[src/rtl/toy_prealloc_queue_pkg.sv]
// Shared definitions for the decode-side physical-register pre-allocation queue.
package toy_prealloc_queue_pkg;

   localparam int INST_DECODE_NUM  = 4;
   localparam int PHY_REG_ID_WIDTH = 7;

   typedef logic [PHY_REG_ID_WIDTH-1:0] phy_id_t;

endpackage : toy_prealloc_queue_pkg

[src/rtl/toy_prealloc_queue_prefix_count.sv]
// Lane-ordered inclusive prefix popcount: incl_cnt[i] = number of set bits in lane_bits[i:0].
// The exclusive rank of a set lane is incl_cnt[i]-1.
module toy_prefix_count #(
   parameter int N  = 4,
   parameter int CW = $clog2(N + 1)
) (
   input  logic [N-1:0]         lane_bits,
   output logic [N-1:0][CW-1:0] incl_cnt
);
   import toy_prealloc_queue_pkg::*;

   logic [CW-1:0] acc_s;

   // Running sum over lanes in ascending lane order.
   always_comb begin
      acc_s    = '0;
      incl_cnt = '0;
      for (int i = 0; i < N; i++) begin
         acc_s       = acc_s + CW'(lane_bits[i]);
         incl_cnt[i] = acc_s;
      end
   end

endmodule : toy_prefix_count

[src/rtl/toy_prealloc_queue.sv]
// Free physical-register ID pre-allocation queue between the free list and decode/rename.
// Optional feature macro: TOY_PREALLOC_BYPASS_EN lets IDs accepted this cycle serve
// requests in the same cycle once the queued entries are exhausted.
module toy_prealloc_queue #(
   parameter int INST_DECODE_NUM  = toy_prealloc_queue_pkg::INST_DECODE_NUM,
   parameter int PHY_REG_ID_WIDTH = toy_prealloc_queue_pkg::PHY_REG_ID_WIDTH,
   parameter int DEPTH            = 8
) (
   input  logic                                        clk,
   input  logic                                        rst,
   input  logic [INST_DECODE_NUM-1:0]                  fl_vld,
   input  logic [PHY_REG_ID_WIDTH*INST_DECODE_NUM-1:0] fl_id,
   output logic [INST_DECODE_NUM-1:0]                  fl_rdy,
   input  logic [INST_DECODE_NUM-1:0]                  dec_vld,
   input  logic [INST_DECODE_NUM-1:0]                  dec_rd_en,
   output logic                                        dec_rdy,
   output logic [PHY_REG_ID_WIDTH*INST_DECODE_NUM-1:0] dec_alloc_id,
   input  logic                                        cancel_edge_en,
   output logic [$clog2(DEPTH):0]                      q_count
);
   import toy_prealloc_queue_pkg::*;

   localparam int PTR_W = $clog2(DEPTH);
   localparam int CNT_W = PTR_W + 1;
   localparam int LN_W  = $clog2(INST_DECODE_NUM + 1);
   localparam int SUM_W = CNT_W + 1;
   localparam int IW    = PHY_REG_ID_WIDTH;

   // Registered queue state
   logic [PTR_W-1:0] wr_ptr_r;
   logic [PTR_W-1:0] rd_ptr_r;
   logic [CNT_W-1:0] count_r;
   logic [IW-1:0]    mem_r [DEPTH];

   // Lane rank vectors
   logic [INST_DECODE_NUM-1:0][LN_W-1:0] vld_incl_s;
   logic [INST_DECODE_NUM-1:0][LN_W-1:0] rdy_incl_s;
   logic [INST_DECODE_NUM-1:0][LN_W-1:0] req_incl_s;

   logic [INST_DECODE_NUM-1:0] fl_rdy_s;
   logic [INST_DECODE_NUM-1:0] req_s;
   logic                       dec_rdy_s;
   logic [CNT_W-1:0]           free_s;
   logic [CNT_W-1:0]           push_num_s;
   logic [CNT_W-1:0]           need_s;
   logic [CNT_W-1:0]           byp_num_s;
   logic [CNT_W-1:0]           q_push_s;
   logic [CNT_W-1:0]           q_pop_s;
   logic [SUM_W-1:0]           avail_s;
   logic [CNT_W-1:0]           pos_s;
`ifdef TOY_PREALLOC_BYPASS_EN
   logic                       hit_s;
`endif

   logic [INST_DECODE_NUM-1:0]             wr_en_s;
   logic [INST_DECODE_NUM-1:0][PTR_W-1:0]  wr_idx_s;
   logic [IW*INST_DECODE_NUM-1:0]          dec_alloc_id_s;

   assign req_s = dec_vld & dec_rd_en;

   toy_prefix_count #(.N(INST_DECODE_NUM), .CW(LN_W)) u_vld_rank (
      .lane_bits (fl_vld),
      .incl_cnt  (vld_incl_s)
   );

   toy_prefix_count #(.N(INST_DECODE_NUM), .CW(LN_W)) u_rdy_rank (
      .lane_bits (fl_rdy_s),
      .incl_cnt  (rdy_incl_s)
   );

   toy_prefix_count #(.N(INST_DECODE_NUM), .CW(LN_W)) u_req_rank (
      .lane_bits (req_s),
      .incl_cnt  (req_incl_s)
   );

   // Accept an offered lane only while its lane-ordered offer rank fits in the registered free space.
   always_comb begin
      free_s = CNT_W'(DEPTH) - count_r;
      for (int i = 0; i < INST_DECODE_NUM; i++) begin
         if (rst) begin
            fl_rdy_s[i] = 1'b0;
         end else begin
            fl_rdy_s[i] = fl_vld[i] & (CNT_W'(vld_incl_s[i]) <= free_s);
         end
      end
   end

   // Group grant plus the split of the serviced IDs between queued and bypassed sources.
   always_comb begin
      need_s     = CNT_W'(req_incl_s[INST_DECODE_NUM-1]);
      push_num_s = CNT_W'(rdy_incl_s[INST_DECODE_NUM-1]);
`ifdef TOY_PREALLOC_BYPASS_EN
      avail_s    = SUM_W'(count_r) + SUM_W'(push_num_s);
`else
      avail_s    = SUM_W'(count_r);
`endif
      if (rst) begin
         dec_rdy_s = 1'b0;
      end else begin
         dec_rdy_s = (|dec_vld) & ~cancel_edge_en & (SUM_W'(need_s) <= avail_s);
      end
`ifdef TOY_PREALLOC_BYPASS_EN
      if (dec_rdy_s && (need_s > count_r)) begin
         byp_num_s = need_s - count_r;
      end else begin
         byp_num_s = '0;
      end
`else
      byp_num_s = '0;
`endif
      if (dec_rdy_s) begin
         q_pop_s = need_s - byp_num_s;
      end else begin
         q_pop_s = '0;
      end
      q_push_s = push_num_s - byp_num_s;
   end

   // Accepted lanes not consumed by bypass land in consecutive slots starting at wr_ptr.
   always_comb begin
      for (int i = 0; i < INST_DECODE_NUM; i++) begin
         wr_en_s[i]  = fl_rdy_s[i] & (CNT_W'(rdy_incl_s[i]) > byp_num_s);
         wr_idx_s[i] = wr_ptr_r +
                       PTR_W'(CNT_W'(rdy_incl_s[i]) - byp_num_s - CNT_W'(1'b1));
      end
   end

   // The k-th requesting lane receives the k-th oldest available ID; other lanes read zero.
   always_comb begin
      dec_alloc_id_s = '0;
      pos_s          = '0;
`ifdef TOY_PREALLOC_BYPASS_EN
      hit_s          = 1'b0;
`endif
      for (int i = 0; i < INST_DECODE_NUM; i++) begin
         pos_s = CNT_W'(req_incl_s[i]) - CNT_W'(1'b1);
         if (req_s[i]) begin
`ifdef TOY_PREALLOC_BYPASS_EN
            if (pos_s < count_r) begin
               dec_alloc_id_s[i*IW +: IW] = mem_r[rd_ptr_r + PTR_W'(pos_s)];
            end else begin
               for (int j = 0; j < INST_DECODE_NUM; j++) begin
                  hit_s = fl_rdy_s[j] &
                          ((CNT_W'(rdy_incl_s[j]) - CNT_W'(1'b1)) == (pos_s - count_r));
                  dec_alloc_id_s[i*IW +: IW] = dec_alloc_id_s[i*IW +: IW] |
                                               ({IW{hit_s}} & fl_id[j*IW +: IW]);
               end
            end
`else
            dec_alloc_id_s[i*IW +: IW] = mem_r[rd_ptr_r + PTR_W'(pos_s)];
`endif
         end else begin
            dec_alloc_id_s[i*IW +: IW] = '0;
         end
      end
   end

   // Pointer and occupancy update; reset discards every queued ID.
   always_ff @(posedge clk) begin
      if (rst) begin
         wr_ptr_r <= '0;
         rd_ptr_r <= '0;
         count_r  <= '0;
      end else begin
         wr_ptr_r <= wr_ptr_r + PTR_W'(q_push_s);
         rd_ptr_r <= rd_ptr_r + PTR_W'(q_pop_s);
         count_r  <= count_r + q_push_s - q_pop_s;
      end
   end

   // ID storage; contents are don't-care until written, so no reset.
   always_ff @(posedge clk) begin
      for (int i = 0; i < INST_DECODE_NUM; i++) begin
         if (wr_en_s[i]) begin
            mem_r[wr_idx_s[i]] <= fl_id[i*IW +: IW];
         end
      end
   end

   assign fl_rdy       = fl_rdy_s;
   assign dec_rdy      = dec_rdy_s;
   assign dec_alloc_id = dec_alloc_id_s;
   assign q_count      = count_r;

endmodule : toy_prealloc_queue

[config.mk]
export PLATFORM = sky130hd
export DESIGN_NAME = toy_prealloc_queue
export DESIGN_NICKNAME = d
export VERILOG_FILES = /design/src/rtl/toy_prealloc_queue_pkg.sv /design/src/rtl/toy_prealloc_queue_prefix_count.sv /design/src/rtl/toy_prealloc_queue.sv
export SDC_FILE = /design/constraint.sdc
export NUM_CORES = 1
export LEC_CHECK = 0
export CAP_MARGIN = 20
export CORE_ASPECT_RATIO = 1.4
export CORE_UTILIZATION = 25
export DETAILED_ROUTE_END_ITERATION = 7
export SLEW_MARGIN = 40
export SYNTH_ARGS = -nofsm -noshare
export SYNTH_HDL_FRONTEND = slang
export SYNTH_SLANG_ARGS = --single-unit
[constraint.sdc]
create_clock -name clk -period 15.2 [get_ports clk]
set_input_delay 3.04 -clock clk [delete_from_list [all_inputs] [get_ports clk]]
set_output_delay 3.04 -clock clk [all_outputs]
set_load 0.01 [all_outputs]
Yosys cells after proc, flatten, opt, wreduce, memory -nomap -nowiden. Memories as Yosys holds them, arrays and structs flattened. Index checks and enable logic that the tools add are counted.

Add/sub/neg operators: 30. $lt $le $gt $ge: 9. Multiplexer cells: 18. Bitwise operators: 12. Reduce and logical (&&, ||, !) cells: 1.

Operators with widths (number): adder 3 bit (10); two-way mux 7 bit (4); adder 3 x 1 -> 3 bit (6); subtractor 3 x 1 -> 3 bit, second input constant (6); less-or-equal comparator 3 x 4 -> 1 bit (4); two-way mux 1 bit (13); AND 1 bit (10); greater-than comparator 3 x 1 -> 1 bit, second input constant (3); adder 1 x 1 -> 2 bit (3); adder 4 x 3 -> 4 bit (1); AND 4 bit (1); less-or-equal comparator 1 x 4 -> 1 bit (1); OR reduction 4 bit (1); subtractor 1 x 1 -> 2 bit, second input constant (2); subtractor 4 bit (1); subtractor 4 bit, first input constant (1); two-way mux 3 bit (1); greater-than comparator 1 bit, second input constant (1); NOT 1 bit (1).

Register bits: 10. Memory bits (writable): 56. Output and inout bits: 37. Word-level logic and storage cells: 74. Memories kept: 1.

Memories: mem_r (words 8, width 7, read ports 4, clocked after Yosys merged registers in 0, wr ports 4, RTL line toy_prealloc_queue.sv:33) `logic [IW-1:0] mem_r [DEPTH];`.

Logic depth before layout (Yosys ltp).
Depth after elaboration: 11. Gate-level depth with buffers: 25. Depth with buffers taken out: 22.

By module. Synthesis repeated with hierarchy kept, for this count alone.

Cell total of the unflattened synthesis: 794. Area, all modules: 7862.5 sq um.

Modules (own cells, without submodules): toy_prealloc_queue (instances 1, cells an instance 731, area each 7378.3 sq um, sequential area each 1881.8 sq um); toy_prefix_count (instances 3, cells an instance 21, area each 161.4 sq um, sequential area each 0.0 sq um).

Worst setup path before layout. Ideal clock, no wire load.

Path type: input port to output port. Start point: input dec_rd_en[0]. End point: output dec_alloc_id[24]. Arrival: 6.503 ns. Path slack: 5.657 ns. Stages: 14. Buffers on the path: 2. Cells stage by stage: nand2_1 > fa_1 > inv_1 > ha_1 > fa_1 > inv_1 > ha_1 > inv_1 > ha_1 > clkbuf_1 > buf_2 > mux4_2 > mux2i_1 > nor2_1.

Cells in the longest elaborated chain, start to end: 8.

Ends and longest elaborated chain: start, declared (RTL line toy_prealloc_queue.sv:15) `input logic [INST_DECODE_NUM-1:0] dec_rd_en,`; AND 4 bit (RTL line toy_prealloc_queue.sv:59) `assign req_s = dec_vld & dec_rd_en;`; adder 1 x 1 -> 2 bit (RTL line toy_prealloc_queue_prefix_count.sv:19) `acc_s = acc_s + CW'(lane_bits[i]);`; adder 3 x 1 -> 3 bit (2 in a row) (RTL line toy_prealloc_queue_prefix_count.sv:19); subtractor 3 x 1 -> 3 bit (RTL line toy_prealloc_queue.sv:136) `pos_s = CNT_W'(req_incl_s[i]) - CNT_W'(1'b1);`; adder 3 bit (RTL line toy_prealloc_queue.sv:150) `dec_alloc_id_s[i*IW +: IW] = mem_r[rd_ptr_r + PTR_W'(pos_s)];`; memory (8 x 7 bit); two-way mux 7 bit (RTL line toy_prealloc_queue.sv:137) `if (req_s[i]) begin`; end, declared (RTL line toy_prealloc_queue.sv:17) `output logic [PHY_REG_ID_WIDTH*INST_DECODE_NUM-1:0] dec_alloc_id,`.

Every way passes these cells.

Worst setup path after layout.
Start point: input dec_vld[0]. End point: output dec_alloc_id[24].

Cells in the longest elaborated chain, start to end: 8.

Ends and longest elaborated chain: start, declared (RTL line toy_prealloc_queue.sv:14) `input logic [INST_DECODE_NUM-1:0] dec_vld,`; AND 4 bit (RTL line toy_prealloc_queue.sv:59); adder 1 x 1 -> 2 bit (RTL line toy_prealloc_queue_prefix_count.sv:19); adder 3 x 1 -> 3 bit (2 in a row) (RTL line toy_prealloc_queue_prefix_count.sv:19); subtractor 3 x 1 -> 3 bit (RTL line toy_prealloc_queue.sv:136); adder 3 bit (RTL line toy_prealloc_queue.sv:150); memory (8 x 7 bit); two-way mux 7 bit (RTL line toy_prealloc_queue.sv:137).

Every way passes these cells.

==> summary.txt <==
Num CTS Buffers = 9
layout cell share with drive strength beyond 1 = 14.9%
Synth Warn # = 0
number of synthesized flops with an enable pin = 56
Area after DPL = 8770 um^2
Comb power frac = 66.1%
Starting Density = 25.4%
first-pass GRT wire length = 38.0 mm
initial antenna violation count = 1
Post-CTS Resized = 0
sequential fraction of the synthesis area = 24.7%
Mapped Cells = 774
DRC = 0
max-capacitance violation count = 0
fin. max-slew vios = 0
CP endpoint kind = primary output
io pins = 80
Final Cycle Share = 69.9%
htree depth = 3
Clk network pwr share = 11.7%
Final Util = 30.2%
leakage power = 3.16 nW
Flop pwr share = 22.1%
pin count of the biggest net entering global routing = 66
synth top area cells = edfxtp_1, mux4_2, ha_1
top cells by count, synth = inv_1, o21ai_0, edfxtp_1, mux4_2, o2bb2ai_1
Root Driver = clkbuf_16
Final Setup Violations = 0
WP data required = 12.16 ns
via count = 6,673
R2R Setup Slk = 8.68 ns
most frequent cell after synthesis = inv_1
crit path cell chain = clkdlybuf4s50_1 > nand2_1 > fa_1 > inv_1 > ha_1 > fa_1 > inv_1 > ha_1 > inv_1 > ha_2 > mux4_2 > mux2i_1 > nor2_1 > clkdlybuf4s50_1
Non-Filler Cell Area, Final = 9060 um^2
PwrDens = 174 nW/um^2
Peak Freq = 94.2 MHz
ys async rst share = 0%
min-delay worst type = reg -> reg
#FFs+latches synth = 66
Clock Tree Buf Depth = 2
VDD IR max = 88.1 uV
layout net count = 927
Top cell by count, worst path = inv_1
vias per cell = 5.52
Core Area = 30,000 um^2
CP Launch Type = input pin
Worst-Margin Slew = 0.817 ns
Overflow after GRT = 0
Routed WL = 24.7 mm
post-route ant nets = 0
IO buf count = 79
CTS tree = built
die area = 31,200 um^2
post-route setup TNS = 0 ns
Rows = 75
Final HPWL DP = 20.2 mm
Crit path buffers/inverters = 5
Mapped Avg Cell Area = 9.86 um^2
hold buffers post-CTS = 0
Post-synth top flop = edfxtp_1
routed len/inst = 20.4 um
worst-path fanout max = 14
hold slack = 0.659 ns
number of global-route vias before repair = 6,705
post-synth top area cell = edfxtp_1
CTS Sinks = 66
cell family with most CP delay = adder cells
1st-pass router iterations = 5
Final Hold Viols = 0
clock-pin transition on the worst setup and hold timing paths = 0.05 ns
Global Route Usage Sum = 15.8%
total setup buffers inserted after CTS = 0
share of the synthesized area in the top cell type = 22.0%
outcome = finished, final reports clean
Ant. Diodes = 0
post-synth cell types = 51
syn nets = 883
RSZ-0062 raised after global routing = no
DR iter-0 viols = 505
CP arrival = 7.58 ns
Psw = 734 uW
Pint = 844 uW
clk_lat worst skew = 0.33 ns
Crit-path slowest cell = fa_1
Min Clock Period, post-route = 10.62 ns
Crit Path Category = in -> out
crit-path max cell delay = 0.68 ns
Fin Clk Skew = 0.00459 ns
slew margin rel. = 45.4%
Switching Share = 46.5%
Placer Congestion = 0.960
DIE HEIGHT = 209 um
Syn Std Cell Area = 7630 um^2
Die Width = 150 um
synthesis-to-finish area growth = 18.7%
-- sequential cells by signal, summed over array words and instances, names as in the netlist --
signal,flops
mem_r,56
q_count,4
rd_ptr_r,3
wr_ptr_r,3
-- kinds of logic after synthesis --
logic type,after synthesis,share of synthesized area [%]
compound gates,188,18.7
xor+xnor,29,3.43
fa+ha+maj,66,12.1
buf+inv,119,6.33
flops,66,24.7
mux,77,19.3
simple gates,229,15.5
-- path summary, 6_finish.rpt --
check | depth (start not counted) | from | to
max | 14 | dec_vld[0] | dec_alloc_id[24]
min | 2 | rd_ptr_r[0]$_SDFF_PP0_ | rd_ptr_r[0]$_SDFF_PP0_
max reg2reg | 21 | q_count[0]$_SDFF_PP0_ | mem_r[3][2]$_DFFE_PP_
min reg2reg | 2 | rd_ptr_r[0]$_SDFF_PP0_ | rd_ptr_r[0]$_SDFF_PP0_
-- cell usage in the layout, fill, tap and decap left out, types with 9 or more instances in the layout --
master,instances
clkdlybuf4s50_1,79
mux2i_1,21
nand2_1,48
nor2b_1,14
nor3_1,31
inv_1,65
nand4_1,9
xnor2_1,13
ha_1,49
o2bb2ai_1,56
xor2_1,10
a211oi_1,28
edfxtp_1,56
fa_1,13
clkbuf_16,9
nor2_1,44
o221a_2,21
o21ai_0,58
nand3_1,42
dfxtp_1,10
mux4_2,56
-- routing by layer --
metal	wire [um]	global-route usage (%)	share of wire, %
met5	12	0	0.049
met4	1090	8.55	4.4
met3	1780	2.29	7.2
met2	12600	28.0	51
met1	9160	18.1	37
-- area by class of cell --
class	instances	area (um^2)
Timing Repair Buffer	87	848
Multi-Input combinational cell	589	5330
Tap cell	385	482
Clock inverter	7	51.3
Sequential cell	66	1880
Fill cell	3118	21000
Inverter	65	244
Clock buffer	9	225
-- tightest hold or removal path: stages, from the launching register on --
cell	delay, ns
dfxtp_1	0.36
ha_1	0.14
nor2b_1	0.12
-- power groups by stage --
stage          Combinational [mW]  Clock, mW  Sequential, mW
4_1_cts                      1.04      0.187           0.347
3_3_place_gp                 1.01          0           0.344
2_1_floorplan               0.784          0           0.318
6_report                     1.04      0.185           0.349
5_1_grt                      1.14      0.194           0.357
3_5_place_dp                 1.04          0           0.351
-- stage by stage --
step | setup slack [ns] | total power, mW | cells
4_1_cts | 4.29 | 1.58 | 1207
3_5_place_dp | 4.31 | 1.39 | 1191
6_report | 4.58 | 1.58 | 1208
2_1_floorplan | 5.66 | 1.10 | 774
5_1_grt | 4.33 | 1.69 | 1208
3_3_place_gp | 4.35 | 1.36 | 1191
Note: power is estimated with default switching activity, not from simulation.
